===== src/rtl/jtag_regbank_if.sv =====
// ----------------------------------------------------------------------------
// jtag_regbank_if -- command/response bus of the JTAG register bank.
//
// Command channel (valid/ready):
//   iCMD_VALID  requester has a command
//   oCMD_READY  bank can accept a command
//   iCMD_OP     00 read input, 01 write output, 10 snapshot, 11 read back output
//   iCMD_ADDR   channel index
//   iCMD_WDATA  write data
// Response channel (valid/ready):
//   oRSP_VALID  response present
//   iRSP_READY  requester consumes the response
//   oRSP_DATA   response data
//   oRSP_ERR    channel index out of range
//
// master: the requester side.  slave: the register bank.
// ----------------------------------------------------------------------------
interface jtag_regbank_if #(
  parameter int WIDTH = 32
);
  logic             iCMD_VALID;
  logic             oCMD_READY;
  logic [1:0]       iCMD_OP;
  logic [7:0]       iCMD_ADDR;
  logic [WIDTH-1:0] iCMD_WDATA;
  logic             oRSP_VALID;
  logic             iRSP_READY;
  logic [WIDTH-1:0] oRSP_DATA;
  logic             oRSP_ERR;

  modport master (
    output iCMD_VALID, iCMD_OP, iCMD_ADDR, iCMD_WDATA, iRSP_READY,
    input  oCMD_READY, oRSP_VALID, oRSP_DATA, oRSP_ERR
  );

  modport slave (
    input  iCMD_VALID, iCMD_OP, iCMD_ADDR, iCMD_WDATA, iRSP_READY,
    output oCMD_READY, oRSP_VALID, oRSP_DATA, oRSP_ERR
  );
endinterface


===== src/rtl/jtag_regbank.sv =====
// ----------------------------------------------------------------------------
// jtag_regbank -- bank of NUM_CHANNELS output registers and NUM_CHANNELS
// input channels, driven one command at a time through a valid/ready
// command/response bus (typically from a JTAG-to-bus bridge).
//
// Ports:
//   iMAIN_CLK  single clock, rising edge
//   iRESET     synchronous active-high reset
//   bus        jtag_regbank_if.slave command/response bus
//   iDATA      flattened input channels,  channel k at [k*WIDTH +: WIDTH]
//   oDATA      flattened output registers, same packing
//   oUPDATE    one-cycle strobe per output channel, high the cycle after a write
//
// Controller: IDLE (accept) -> EXEC (perform) -> RESP (hold until consumed).
//
// Build option: define JTAG_REGBANK_SNAPSHOT_EN to add a snapshot array.
// With it, op 10 captures every input channel and op 00 reads the captured
// copy; without it, op 00 reads the live input and op 10 is a no-op.
// Op 10 always answers with NUM_CHANNELS and never flags an error.
// ----------------------------------------------------------------------------
module jtag_regbank #(
  parameter int WIDTH        = 32,
  parameter int NUM_CHANNELS = 16
) (
  input  logic                          iMAIN_CLK,
  input  logic                          iRESET,
  jtag_regbank_if.slave                 bus,
  input  logic [NUM_CHANNELS*WIDTH-1:0] iDATA,
  output logic [NUM_CHANNELS*WIDTH-1:0] oDATA,
  output logic [NUM_CHANNELS-1:0]       oUPDATE
);

  localparam int IDX_W = (NUM_CHANNELS > 1) ? $clog2(NUM_CHANNELS) : 1;

  typedef enum logic [1:0] {IDLE, EXEC, RESP} stateT;

  typedef enum logic [1:0] {
    OP_READ_IN   = 2'b00,
    OP_WRITE_OUT = 2'b01,
    OP_SNAPSHOT  = 2'b10,
    OP_READ_BACK = 2'b11
  } opT;

  stateT            state, stateNext;
  opT               opReg;
  logic [7:0]       addrReg;
  logic [WIDTH-1:0] wdataReg;
  logic [WIDTH-1:0] rspData;
  logic             rspErr;

  logic [WIDTH-1:0] outReg [NUM_CHANNELS];
  logic [WIDTH-1:0] inCh   [NUM_CHANNELS];

  logic             accept;
  logic             inRange;
  logic [IDX_W-1:0] chIdx;
  logic [WIDTH-1:0] execData;
  logic             execErr;
  logic             execWrite;

`ifdef JTAG_REGBANK_SNAPSHOT_EN
  logic [WIDTH-1:0] snapReg [NUM_CHANNELS];
  logic             execSnap;
`endif

  for (genvar k = 0; k < NUM_CHANNELS; k++) begin : gChan
    assign inCh[k]                   = iDATA[k*WIDTH +: WIDTH];
    assign oDATA[k*WIDTH +: WIDTH]   = outReg[k];
  end

  assign accept         = bus.iCMD_VALID && (state == IDLE);
  assign inRange        = int'(addrReg) < NUM_CHANNELS;
  assign chIdx          = addrReg[IDX_W-1:0];

  assign bus.oCMD_READY = (state == IDLE);
  assign bus.oRSP_VALID = (state == RESP);
  assign bus.oRSP_DATA  = rspData;
  assign bus.oRSP_ERR   = rspErr;

  // Next state plus the result of the registered command. The result is
  // only committed on the EXEC edge; side effects are qualified by EXEC here.
  always_comb begin
    // NOTE: every output of this block gets a default first, so no path can
    // leave one unassigned and infer a latch.
    stateNext = state;
    execData  = '0;
    execErr   = 1'b0;
    execWrite = 1'b0;
`ifdef JTAG_REGBANK_SNAPSHOT_EN
    execSnap  = 1'b0;
`endif

    case (state)
      IDLE:    if (accept) stateNext = EXEC;
      EXEC:    stateNext = RESP;
      RESP:    if (bus.iRSP_READY) stateNext = IDLE;
      default: stateNext = IDLE;
    endcase

    case (opReg)
      OP_READ_IN: begin
        if (inRange) begin
`ifdef JTAG_REGBANK_SNAPSHOT_EN
          execData = snapReg[chIdx];
`else
          execData = inCh[chIdx];
`endif
        end else begin
          execErr = 1'b1;
        end
      end
      OP_WRITE_OUT: begin
        if (inRange) begin
          execData  = wdataReg;
          execWrite = (state == EXEC);
        end else begin
          execErr = 1'b1;
        end
      end
      OP_SNAPSHOT: begin
        // The channel count doubles as a capability word for the host.
        execData = WIDTH'(NUM_CHANNELS);
`ifdef JTAG_REGBANK_SNAPSHOT_EN
        execSnap = (state == EXEC);
`endif
      end
      OP_READ_BACK: begin
        if (inRange) execData = outReg[chIdx];
        else         execErr  = 1'b1;
      end
      default: execErr = 1'b1;
    endcase
  end

  always_ff @(posedge iMAIN_CLK) begin
    // NOTE: state is updated with non-blocking assignments so every register
    // samples pre-edge values, independent of statement order.
    if (iRESET) begin
      state    <= IDLE;
      opReg    <= OP_READ_IN;
      addrReg  <= '0;
      wdataReg <= '0;
      rspData  <= '0;
      rspErr   <= 1'b0;
      oUPDATE  <= '0;
      // NOTE: the channel arrays are reset because they drive oDATA and the
      // snapshot read path directly; a plain storage RAM would not be.
      for (int k = 0; k < NUM_CHANNELS; k++) begin
        outReg[k] <= '0;
`ifdef JTAG_REGBANK_SNAPSHOT_EN
        snapReg[k] <= '0;
`endif
      end
    end else begin
      state   <= stateNext;
      oUPDATE <= '0;

      if (accept) begin
        opReg    <= opT'(bus.iCMD_OP);
        addrReg  <= bus.iCMD_ADDR;
        wdataReg <= bus.iCMD_WDATA;
      end

      // Response registers load once and then hold for the whole RESP phase.
      if (state == EXEC) begin
        rspData <= execData;
        rspErr  <= execErr;
      end

      if (execWrite) begin
        outReg[chIdx]  <= wdataReg;
        oUPDATE[chIdx] <= 1'b1;
      end

`ifdef JTAG_REGBANK_SNAPSHOT_EN
      if (execSnap) begin
        for (int k = 0; k < NUM_CHANNELS; k++) snapReg[k] <= inCh[k];
      end
`endif
    end
  end

endmodule

===== src/flat_wrapper.sv =====
// flat-port wrapper written by rule: the top's interface ports become plain ports
module jtag_regbank_flat 
#(
  parameter int WIDTH        = 32,
  parameter int NUM_CHANNELS = 16
)
  (iMAIN_CLK, iRESET, iDATA, oDATA, oUPDATE, bus_iCMD_VALID, bus_iCMD_OP, bus_iCMD_ADDR, bus_iCMD_WDATA, bus_iRSP_READY, bus_oCMD_READY, bus_oRSP_VALID, bus_oRSP_DATA, bus_oRSP_ERR);
  jtag_regbank_if #(.WIDTH(WIDTH)) bus_i ();
  input  logic iMAIN_CLK;
  input  logic iRESET;
  input  logic [NUM_CHANNELS*WIDTH-1:0] iDATA;
  output logic [NUM_CHANNELS*WIDTH-1:0] oDATA;
  output logic [NUM_CHANNELS-1:0] oUPDATE;
  input wire logic [$bits(bus_i.iCMD_VALID)-1:0] bus_iCMD_VALID;
  input wire logic [$bits(bus_i.iCMD_OP)-1:0] bus_iCMD_OP;
  input wire logic [$bits(bus_i.iCMD_ADDR)-1:0] bus_iCMD_ADDR;
  input wire logic [$bits(bus_i.iCMD_WDATA)-1:0] bus_iCMD_WDATA;
  input wire logic [$bits(bus_i.iRSP_READY)-1:0] bus_iRSP_READY;
  output wire logic [$bits(bus_i.oCMD_READY)-1:0] bus_oCMD_READY;
  output wire logic [$bits(bus_i.oRSP_VALID)-1:0] bus_oRSP_VALID;
  output wire logic [$bits(bus_i.oRSP_DATA)-1:0] bus_oRSP_DATA;
  output wire logic [$bits(bus_i.oRSP_ERR)-1:0] bus_oRSP_ERR;
  assign bus_i.iCMD_VALID = bus_iCMD_VALID;
  assign bus_i.iCMD_OP = bus_iCMD_OP;
  assign bus_i.iCMD_ADDR = bus_iCMD_ADDR;
  assign bus_i.iCMD_WDATA = bus_iCMD_WDATA;
  assign bus_i.iRSP_READY = bus_iRSP_READY;
  assign bus_oCMD_READY = bus_i.oCMD_READY;
  assign bus_oRSP_VALID = bus_i.oRSP_VALID;
  assign bus_oRSP_DATA = bus_i.oRSP_DATA;
  assign bus_oRSP_ERR = bus_i.oRSP_ERR;
  jtag_regbank #(.WIDTH(WIDTH), .NUM_CHANNELS(NUM_CHANNELS)) u_core (.iMAIN_CLK(iMAIN_CLK), .iRESET(iRESET), .bus(bus_i), .iDATA(iDATA), .oDATA(oDATA), .oUPDATE(oUPDATE));
endmodule

===== config.mk =====
export PLATFORM = sky130hd
export DESIGN_NAME = jtag_regbank_flat
export DESIGN_NICKNAME = d
export VERILOG_FILES = /design/src/rtl/jtag_regbank_if.sv /design/src/rtl/jtag_regbank.sv /design/src/flat_wrapper.sv
export SDC_FILE = /design/constraint.sdc
export NUM_CORES = 1
export LEC_CHECK = 0
export ABC_AREA = 1
export CORE_AREA = 2 2 437 439
export DETAILED_ROUTE_END_ITERATION = 10
export DIE_AREA = 0 0 439 441
export MAX_ROUTING_LAYER = met4
export SETUP_SLACK_MARGIN = 0.1
export SLEW_MARGIN = 25
export SYNTH_ARGS = -nofsm -noshare
export SYNTH_HDL_FRONTEND = slang
export SYNTH_SLANG_ARGS = --single-unit

===== constraint.sdc =====
create_clock -name iMAIN_CLK -period 2.81 [get_ports iMAIN_CLK]
set_clock_uncertainty 0.15 [all_clocks]
set_input_delay 0.281 -clock iMAIN_CLK [delete_from_list [all_inputs] [get_ports iMAIN_CLK]]
set_output_delay 0.281 -clock iMAIN_CLK [all_outputs]
set_load 0.05 [all_outputs]

==> results of run 1 <==
per-layer routing:
layer	routed length, um	up-vias	global-route usage
met1	81700	16900	0.245
met3	13400	341	0.0344
met2	108000	1663	0.374
met4	10400	0	0.0936
met5	0	-	-
li1	-	15800	-
what timing repair did:
action | CTS | global route
setup endpoints to repair | 8 | 83
buffers inserted | 0 | 6
pin swaps | 0 | 2
gates resized for setup | 8 | 7
hold buffers | 0 | 0
synth_stat cells, drive strengths merged:
cell and count:
o31ai 1, nand2 1687, nor4 1, clkinv 34, nand4 17, nand3 516, or2 28, inv 271
nor2 595, clkbuf 176, edfxtp 512, buf 130, o21ai 135, a21oi 71, dfxtp 97, nor3 1
area by class of cell:
| class | instances | share of cell area |
|---|---|---|
| tap | 2511 | 0.0628 |
| multi-input combinational | 3052 | 0.255 |
| antenna | 18 | 0.000900 |
| sequential | 609 | 0.347 |
| clock buffer | 90 | 0.0384 |
| inverter | 305 | 0.0234 |
| timing repair buffer | 1305 | 0.264 |
| clock inverter | 35 | 0.00805 |
final timing paths:
| path | slack, ns | startpoint | depth (start not counted) | end |
|---|---|---|---|---|
| max | 0.23 | u_core.outReg[15][28] | 1 | oDATA[508] |
| min | 0.09 | bus_iCMD_ADDR[4] | 3 | u_core.addrReg[4] |
| max reg2reg | 0.24 | u_core.addrReg[1] | 10 | u_core.bus.oRSP_DATA[29] |
| min reg2reg | 0.32 | u_core.bus.oRSP_DATA[13] | 2 | u_core.bus.oRSP_DATA[13] |
flip-flops by register name, summed over array words and instances (netlist names), named ones only:
name,cells
u_core.addrReg,8
u_core.wdataReg,32
u_core.bus.oRSP_DATA,32
u_core.oUPDATE,16
u_core.bus.oRSP_ERR,1
u_core.opReg,2
u_core.outReg,512
u_core.state,2
stage by stage:
stage	std cells	TNS (ns)	setup slack [ns]	instance area, um2	total power (W)
after floorplan	4272	0	0.102	32500	0.0137
after global routing	7923	0	0.100	50000	0.0277
after detailed placement	7776	-0.329	-0.216	47600	0.0174
after CTS	7901	0	0.0497	49900	0.0270
final	7925	0	0.228	50000	0.0268
after global placement	7775	-0.745	-0.245	47600	0.0174
worst register-to-register path, cell delays in order, from the launching register on:
cell     delay [ns]
dfxtp_4        0.38
inv_2          0.08
buf_4          0.62
nand2_1        0.30
nand2_1        0.15
nand2_1        0.06
nand3_1        0.13
nor2_1         0.11
nor2_1         0.31
nand2_1        0.10
a21oi_1        0.12
power by group through the flow:
stage | Combinational, W | Clock, W | Sequential (W)
2_1_floorplan | 0.00227 | 0 | 0.0115
3_3_place_gp | 0.00680 | 0 | 0.0106
3_5_place_dp | 0.00679 | 0 | 0.0106
4_1_cts | 0.00683 | 0.00978 | 0.0104
5_1_grt | 0.00721 | 0.0100 | 0.0105
6_report | 0.00678 | 0.00958 | 0.0104
cell families (layout without fill, tap and decap cells):
logic type | after synthesis | count (layout)
simple gates | 2845 | 2845
buf+inv | 611 | 1735
flops | 609 | 609
compound gates | 207 | 207
other cells | 0 | 18
==> flow_summary_export.csv, run 1 <==
group,metric,value,unit
setup_path,path_buf_inv,1,
timing,worst_pin_slew,0.972,ns
power,cellPowerDensity,536,nW/um2
place,hpwlAfterDp,170000,um
floorplan,rows,160,
yosys,synth.avg_cell_area,7.60,um2
yosys,ys_top_cells_by_area,"edfxtp_1 (47%), nand2_1 (19%), nand3_1 (8.0%)",
setup_path,critPathRequiredTime,2.38,ns
drt,antenna_left,0,
yosys,yosysWarnings,0,
power,pwr-share-clk,0.358,
yosys,synth.area.mux_share,0,
yosys,synthAdderAreaFrac,0,
yosys,synth-seq-area-share,0.533,
yosys,synth_compound_area_frac,0.0320,
floorplan,io_pins,1121,
power,p_comb_frac,0.253,
floorplan,dieArea,194000,um2
run,maxCapViolCount,0,
timing,finalSetupViolCount,0,
timing,finalCritPeriodShare,0.919,
final_layout,mostFrequentLayoutCells,"nand2_1 (1666), clkdlybuf4s50_1 (1111), nor2_1 (565)",
power,seqPwrFrac,0.389,
yosys,yosys.area_share.simple,0.358,
clocking,cts_buffers,71,
timing,timing.slew.headroom,0.348,
power,intPower,0.0177,W
power,swShare,0.338,
clocking,cts_sinks,609,
power,leakage,20.0,nW
clocking,tritoncts,"yes",
floorplan,die_y,441,um
setup_path,crit_chain,"clkdlybuf4s50_1",
clocking,htreeDepth,3,
floorplan,core-area,189000,um2
grt,grt_pass1_vias,33200,
grt,grt_max_degree,72,
grt,grt_overflow,0,
power,irDropWorstVdd,0.000423,V
timing,clock.fmax,0.387,GHz
final_layout,multi_input_area,12800,um2
yosys,ys_seq_elements,609,
floorplan,die_x,439,um
drt,routedWlPerCell,26.9,um
status,status,"complete, no violations",
grt,gr-usage-all-layers,0.216,
final_layout,layout_commonest_cell,"nand2_1",
setup_path,crit_type,"flip-flop to primary output",
yosys,synth_cell_types,24,
setup_path,crit_family,"buffers and inverters",
final_layout,fill_cells,20500,
yosys,netlist.area_leader.share,0.473,
floorplan,initial_utilization,0.172,
clocking,clock_path_buffers,3,
place,place.gp.congestion,0.940,
clocking,clkTransAtPathRegs,0.06,ns
final_layout,drive_above_1_share,0.0765,
drt,vias,34700,
setup_path,crit_slowest_cell,"clkdlybuf4s50_1",
drt,routed_wl,213000,um
worst_hold_path,worst_hold_path_type,"input pin to flip-flop",
final_layout,area_growth_syn_to_layout,54.0,%
setup_path,crit_path_start_kind,"flip-flop",
setup_path,cp_data_arrival_time,2.15,ns
yosys,syn-cell-area,32500,um2
yosys,synth_top_family_by_area,"simple AND/OR/NAND/NOR gates",
yosys,synthCells,4272,
clocking,clockRootBuffer,"clkbuf_16",
drt,vias_per_cell,4.38,
setup_path,crit_path_max_incr_delay,0.94,ns
timing,hold_viol,0,
timing,min_period,2.58,ns
grt,antenna_found_initial,36,
yosys,synth_nets,4830,
power,power.switching,0.00907,W
drt,first_pass_iters,7,
final_layout,fin_nets,5902,
timing,timing.hold.ws,0.0913,ns
yosys,synth_largest_area_cell,"edfxtp_1",
timing,report.final.slew_viol_count,0,
grt,grt_pass1_wl,281000,um
setup_path,crit_path_max_fanout,2,
setup_path,cp-end-kind,"primary output",
place,io_buffer_count,1120,
drt,drc,0,
clocking,clk_latency,0.67,ns
drt,drtIter0Drc,3418,
timing,rsz0062_at_grt,"no",
final_layout,regArea,17300,um2
yosys,synth_xor_area_frac,0,
final_layout,final_util,0.264,
No activity file was read; power rests on OpenSTA's default activity.
==> run 2: changes to the inputs <==
--- a/config.mk
+++ b/config.mk
@@ -15,3 +15,4 @@
 export SYNTH_ARGS = -nofsm -noshare
 export SYNTH_HDL_FRONTEND = slang
 export SYNTH_SLANG_ARGS = --single-unit
+export TNS_END_PERCENT = 50
==> run 2 against run 1 <==
  * Register-to-register slack got worse by 0.02 ns
  * Utilization barely moved
  * Combinational power fell by 1%
  * Largest cell class unchanged
==> flow_summary_export.csv, run 2 (synthesis results as in run 1) <==
group,metric,value,unit
worst_hold_path,worst_hold_path_type,"input pin to flip-flop",
worst_hold_path,whs_path_depth,3,
drt,routedWlPerCell,26.9,um
setup_path,reg2regPathDepth,12,
final_layout,fin_cells,7925,
drt,met2_wirelength,107000,um
floorplan,rows,160,
clocking,postCtsHoldBufs,0,
drt,vias_per_cell,4.38,
timing,min_period,2.63,ns
power,leakage,19.9,nW
floorplan,dieArea,194000,um2
final_layout,drive_above_1_share,0.0777,
timing,clock.fmax,0.380,GHz
power,irDropWorstVdd,0.000377,V
final_layout,layout_commonest_cell,"nand2_1",
place,io_buffer_count,1120,
final_layout,fill_cells,20500,
floorplan,die_y,441,um
drt,top_layer_used,"met4",
setup_path,crit_family,"buffers and inverters",
clocking,clkTransAtPathRegs,0.06,ns
drt,antenna_left,0,
clocking,clockRootBuffer,"clkbuf_16",
setup_path,crit_path_start_kind,"flip-flop",
setup_path,critical_path_cell_count,1,
place,dpl.cell_count,7783,
floorplan,die_x,439,um
status,status,"complete, no violations",
grt,grt_overflow,0,
power,finalPower,0.0266,W
timing,finalCritPeriodShare,0.936,
setup_path,crit_type,"flip-flop to primary output",
place,hpwlAfterDp,170000,um
grt,gr-usage-all-layers,0.215,
drt,wl_met1,80500,um
timing,timing.slew.headroom,0.353,
drt,drtIter0Drc,3278,
floorplan,core-area,189000,um2
drt,wl_met3,13700,um
final_layout,largest_reg_flops,512,
power,cellPowerDensity,532,nW/um2
drt,vias,34700,
clocking,cts_sinks,609,
final_layout,fin_nets,5899,
grt,grt_pass1_vias,33300,
grt,grt_max_degree,105,
clocking,tritoncts,"yes",
clocking,clock_path_buffers,3,
setup_path,crit_slowest_cell,"clkdlybuf4s50_1",
grt,grt_pass1_wl,281000,um
final_layout,regMostFlops,"u_core.outReg",
drt,first_pass_iters,6,
setup_path,path_buf_inv,1,
timing,rsz0062_at_grt,"no",
setup_path,cp-end-kind,"primary output",
final_layout,mostFrequentLayoutCells,"nand2_1 (1666), clkdlybuf4s50_1 (1104), nor2_1 (567)",
place,place.gp.congestion,1.00,
timing,worst_pin_slew,0.964,ns
floorplan,initial_utilization,0.172,
setup_path,crit_chain,"clkdlybuf4s50_1",
drt,drc,0,
setup_path,ff2ff_setup_slack,0.22,ns
clocking,cts_buffers,67,
clocking,htreeDepth,3,
final_layout,area_growth_syn_to_layout,53.8,%
setup_path,critPathRequiredTime,2.38,ns
run,maxCapViolCount,0,
floorplan,io_pins,1121,
grt,antenna_found_initial,38,
setup_path,crit_path_max_incr_delay,1.05,ns
setup_path,cp_data_arrival_time,2.20,ns
timing,finalSetupViolCount,0,
clocking,clk_latency,0.67,ns
drt,routed_wl,213000,um
timing,hold_viol,0,
timing,report.final.slew_viol_count,0,
setup_path,crit_path_max_fanout,2,
run 2: cell count changes in the layout (fill, tap and decap cells not counted), sizes merged, moves of 2 or more:
cell,previous run,this run
clkdlybuf4s50,1111,1104
clkinv,56,64
bufinv,5,8
buf,193,202
inv,275,277
clkbuf,90,74
run 2: path summary, 6_finish.rpt:
| kind | startpoint | to |
|---|---|---|
| setup / recovery | u_core.bus.oRSP_DATA[3] | bus_oRSP_DATA[3] |
| hold / removal | bus_iCMD_ADDR[4] | u_core.addrReg[4] |
| setup reg to reg | u_core.addrReg[0] | u_core.bus.oRSP_DATA[8] |
| hold reg to reg | u_core.bus.oRSP_DATA[13] | u_core.bus.oRSP_DATA[13] |
run 2: final cells by class:
class | count | area, um2 | area share
clock inverter | 49 | 594 | 0.0119
antenna | 19 | 47.5 | 0.000952
clock buffer | 74 | 1700 | 0.0341
inverter | 305 | 1170 | 0.0233
tap | 2511 | 3140 | 0.0629
sequential | 609 | 17300 | 0.347
timing repair buffer | 1306 | 13200 | 0.264
multi-input combinational | 3052 | 12800 | 0.255
run 2: routing by layer:
layer,global-route usage,up-vias
li1,-,15800
met1,0.244,16700
met2,0.366,1789
met3,0.0323,388
met4,0.115,0
met5,-,-
run 2: through the flow:
stage          TNS [ns]  hold slack [ns]  area, um2  setup slack [ns]   util
2_1_floorplan         0            0.298      32500            0.0928      -
6_report              0           0.0910      49900             0.179  0.264
3_3_place_gp     -0.250            0.304      47600            -0.200  0.252
3_5_place_dp     -0.204            0.313      47600            -0.174  0.252
5_1_grt               0            0.104      49900             0.122  0.264
4_1_cts               0           0.0299      49900            0.0921  0.264
run 2: repair_timing:
item	in CTS	in global routing
setup buffers	0	0
endpoints found under the setup margin	5	4
pin swaps	0	0
resized for setup	4	4
run 2: power breakdown:
part	internal, W	switching [W]
Sequential	0.0101	0.000369
Combinational	0.00223	0.00448
Clock	0.00523	0.00416
==> run 3: changes to the inputs <==
--- a/config.mk
+++ b/config.mk
@@ -11,6 +11,7 @@
 export DIE_AREA = 0 0 439 441
 export MAX_ROUTING_LAYER = met4
 export SETUP_SLACK_MARGIN = 0.1
+export SKIP_CTS_REPAIR_TIMING = 1
 export SLEW_MARGIN = 25
 export SYNTH_ARGS = -nofsm -noshare
 export SYNTH_HDL_FRONTEND = slang
==> run 3 against run 2 <==
  * Final area about the same
  * Utilization about the same
  * Cell count about the same
  * Setup slack about the same
  * Register-to-register slack got worse by 0.02 ns
  * Largest cell class unchanged
==> flow_summary_export.csv, run 3 (synthesis results as in run 1) <==
group,metric,value,unit
timing,finalCritPeriodShare,0.936,
place,hpwlAfterDp,170000,um
clocking,clk_latency,0.67,ns
setup_path,crit_family,"buffers and inverters",
grt,grt_overflow,0,
timing,rsz0062_at_grt,"no",
setup_path,cp_data_arrival_time,2.20,ns
setup_path,crit_chain,"clkdlybuf4s50_1",
setup_path,crit_path_max_fanout,2,
timing,report.final.slew_viol_count,0,
drt,drtIter0Drc,3275,
timing,worst_pin_slew,0.957,ns
timing,hold_viol,0,
drt,vias_per_cell,4.37,
drt,vias,34600,
drt,routed_wl,213000,um
floorplan,die_x,439,um
place,place.gp.congestion,1.00,
power,irDropWorstVdd,0.000379,V
final_layout,fin_area,49900,um2
timing,min_period,2.63,ns
setup_path,crit_type,"flip-flop to primary output",
setup_path,path_buf_inv,1,
clocking,cts_buffers,67,
floorplan,dieArea,194000,um2
power,seqPwrFrac,0.394,
power,intPower,0.0176,W
grt,grt_pass1_wl,281000,um
drt,drc,0,
clocking,htreeDepth,3,
setup_path,cp-end-kind,"primary output",
floorplan,die_y,441,um
place,dpl-instance-area,47600,um2
grt,antenna_found_initial,38,
worst_hold_path,min_from,"bus_iCMD_ADDR[4]",
floorplan,initial_utilization,0.172,
run,maxCapViolCount,0,
drt,first_pass_iters,8,
final_layout,layout_commonest_cell,"nand2_1",
place,io_buffer_count,1120,
power,power.switching,0.00900,W
grt,grt_max_degree,105,
drt,routedWlPerCell,26.9,um
clocking,clockRootBuffer,"clkbuf_16",
timing,timing.hold.ws,0.0903,ns
clocking,cts_sinks,609,
clocking,clock_path_buffers,3,
final_layout,area_growth_syn_to_layout,53.8,%
place,preCtsSetupSlack,-0.174,ns
final_layout,drive_above_1_share,0.0777,
timing,clock.fmax,0.380,GHz
setup_path,crit_path_max_incr_delay,1.05,ns
setup_path,r2r_start,"u_core.addrReg[0]",
timing,setup_slack,0.179,ns
setup_path,startpoint,"u_core.bus.oRSP_DATA[3]",
drt,antenna_left,0,
floorplan,rows,160,
status,status,"complete, no violations",
timing,timing.slew.headroom,0.358,
clocking,clkTransAtPathRegs,0.06,ns
setup_path,critPathRequiredTime,2.38,ns
final_layout,regMostFlops,"u_core.outReg",
power,pwr-share-clk,0.353,
worst_hold_path,worst_hold_path_type,"input pin to flip-flop",
grt,grt_pass1_vias,33200,
power,swShare,0.339,
grt,gr-usage-all-layers,0.215,
final_layout,largest_reg_flops,512,
floorplan,core-area,189000,um2
power,cellPowerDensity,532,nW/um2
floorplan,io_pins,1121,
clocking,tritoncts,"yes",
setup_path,crit_slowest_cell,"clkdlybuf4s50_1",
final_layout,final_util,0.264,
power,p_comb_frac,0.252,
final_layout,mostFrequentLayoutCells,"nand2_1 (1666), clkdlybuf4s50_1 (1104), nor2_1 (567)",
power,leakage,19.9,nW
timing,finalSetupViolCount,0,
final_layout,fin_nets,5899,
setup_path,crit_path_start_kind,"flip-flop",
-- run 3: changes by cell type in the layout (fill, tap and decap cells not counted), sizes merged --
cell / delta
diode: +2
-- run 3: area by class of cell --
class	instances	area [um2]
tap	2511	3140
clock buffer	74	1700
fill	20500	139000
clock inverter	49	594
multi-input combinational	3052	12800
antenna	21	52.6
sequential	609	17300
inverter	305	1170
timing repair buffer	1306	13200
-- run 3: power groups by stage --
| stage | sequential (W) | clock [W] | combinational, W |
|---|---|---|---|
| finish | 0.0105 | 0.00939 | 0.00671 |
| global route | 0.0105 | 0.00986 | 0.00715 |
| CTS | 0.0105 | 0.00959 | 0.00678 |
| detailed placement | 0.0107 | 0 | 0.00675 |
| global placement | 0.0107 | 0 | 0.00676 |
| floorplan | 0.0115 | 0 | 0.00227 |
-- run 3: per-layer routing --
| layer | GRT usage | up-vias | part of all wire |
|---|---|---|---|
| li1 | - | 15800 | - |
| met1 | 0.244 | 16700 | 0.38 |
| met2 | 0.366 | 1781 | 0.50 |
| met3 | 0.0323 | 390 | 0.065 |
| met4 | 0.115 | 0 | 0.057 |
| met5 | - | - | 0 |
-- run 3: path summary, 6_finish.rpt --
kind                                    to  slack, ns  cells after the start
hold reg to reg   u_core.bus.oRSP_DATA[13]       0.32                      2
hold / removal           u_core.addrReg[4]       0.09                      3
setup / recovery          bus_oRSP_DATA[3]       0.18                      1
setup reg to reg   u_core.bus.oRSP_DATA[8]       0.20                     12
-- run 3: stage by stage --
| step | cells | total power, W | setup TNS (ns) |
|---|---|---|---|
| after global routing | 7923 | 0.0275 | 0 |
| after detailed placement | 7783 | 0.0174 | -0.204 |
| after global placement | 7783 | 0.0174 | -0.250 |
| after floorplan | 4272 | 0.0137 | 0 |
| final | 7927 | 0.0266 | 0 |
| after CTS | 7906 | 0.0268 | -0.189 |
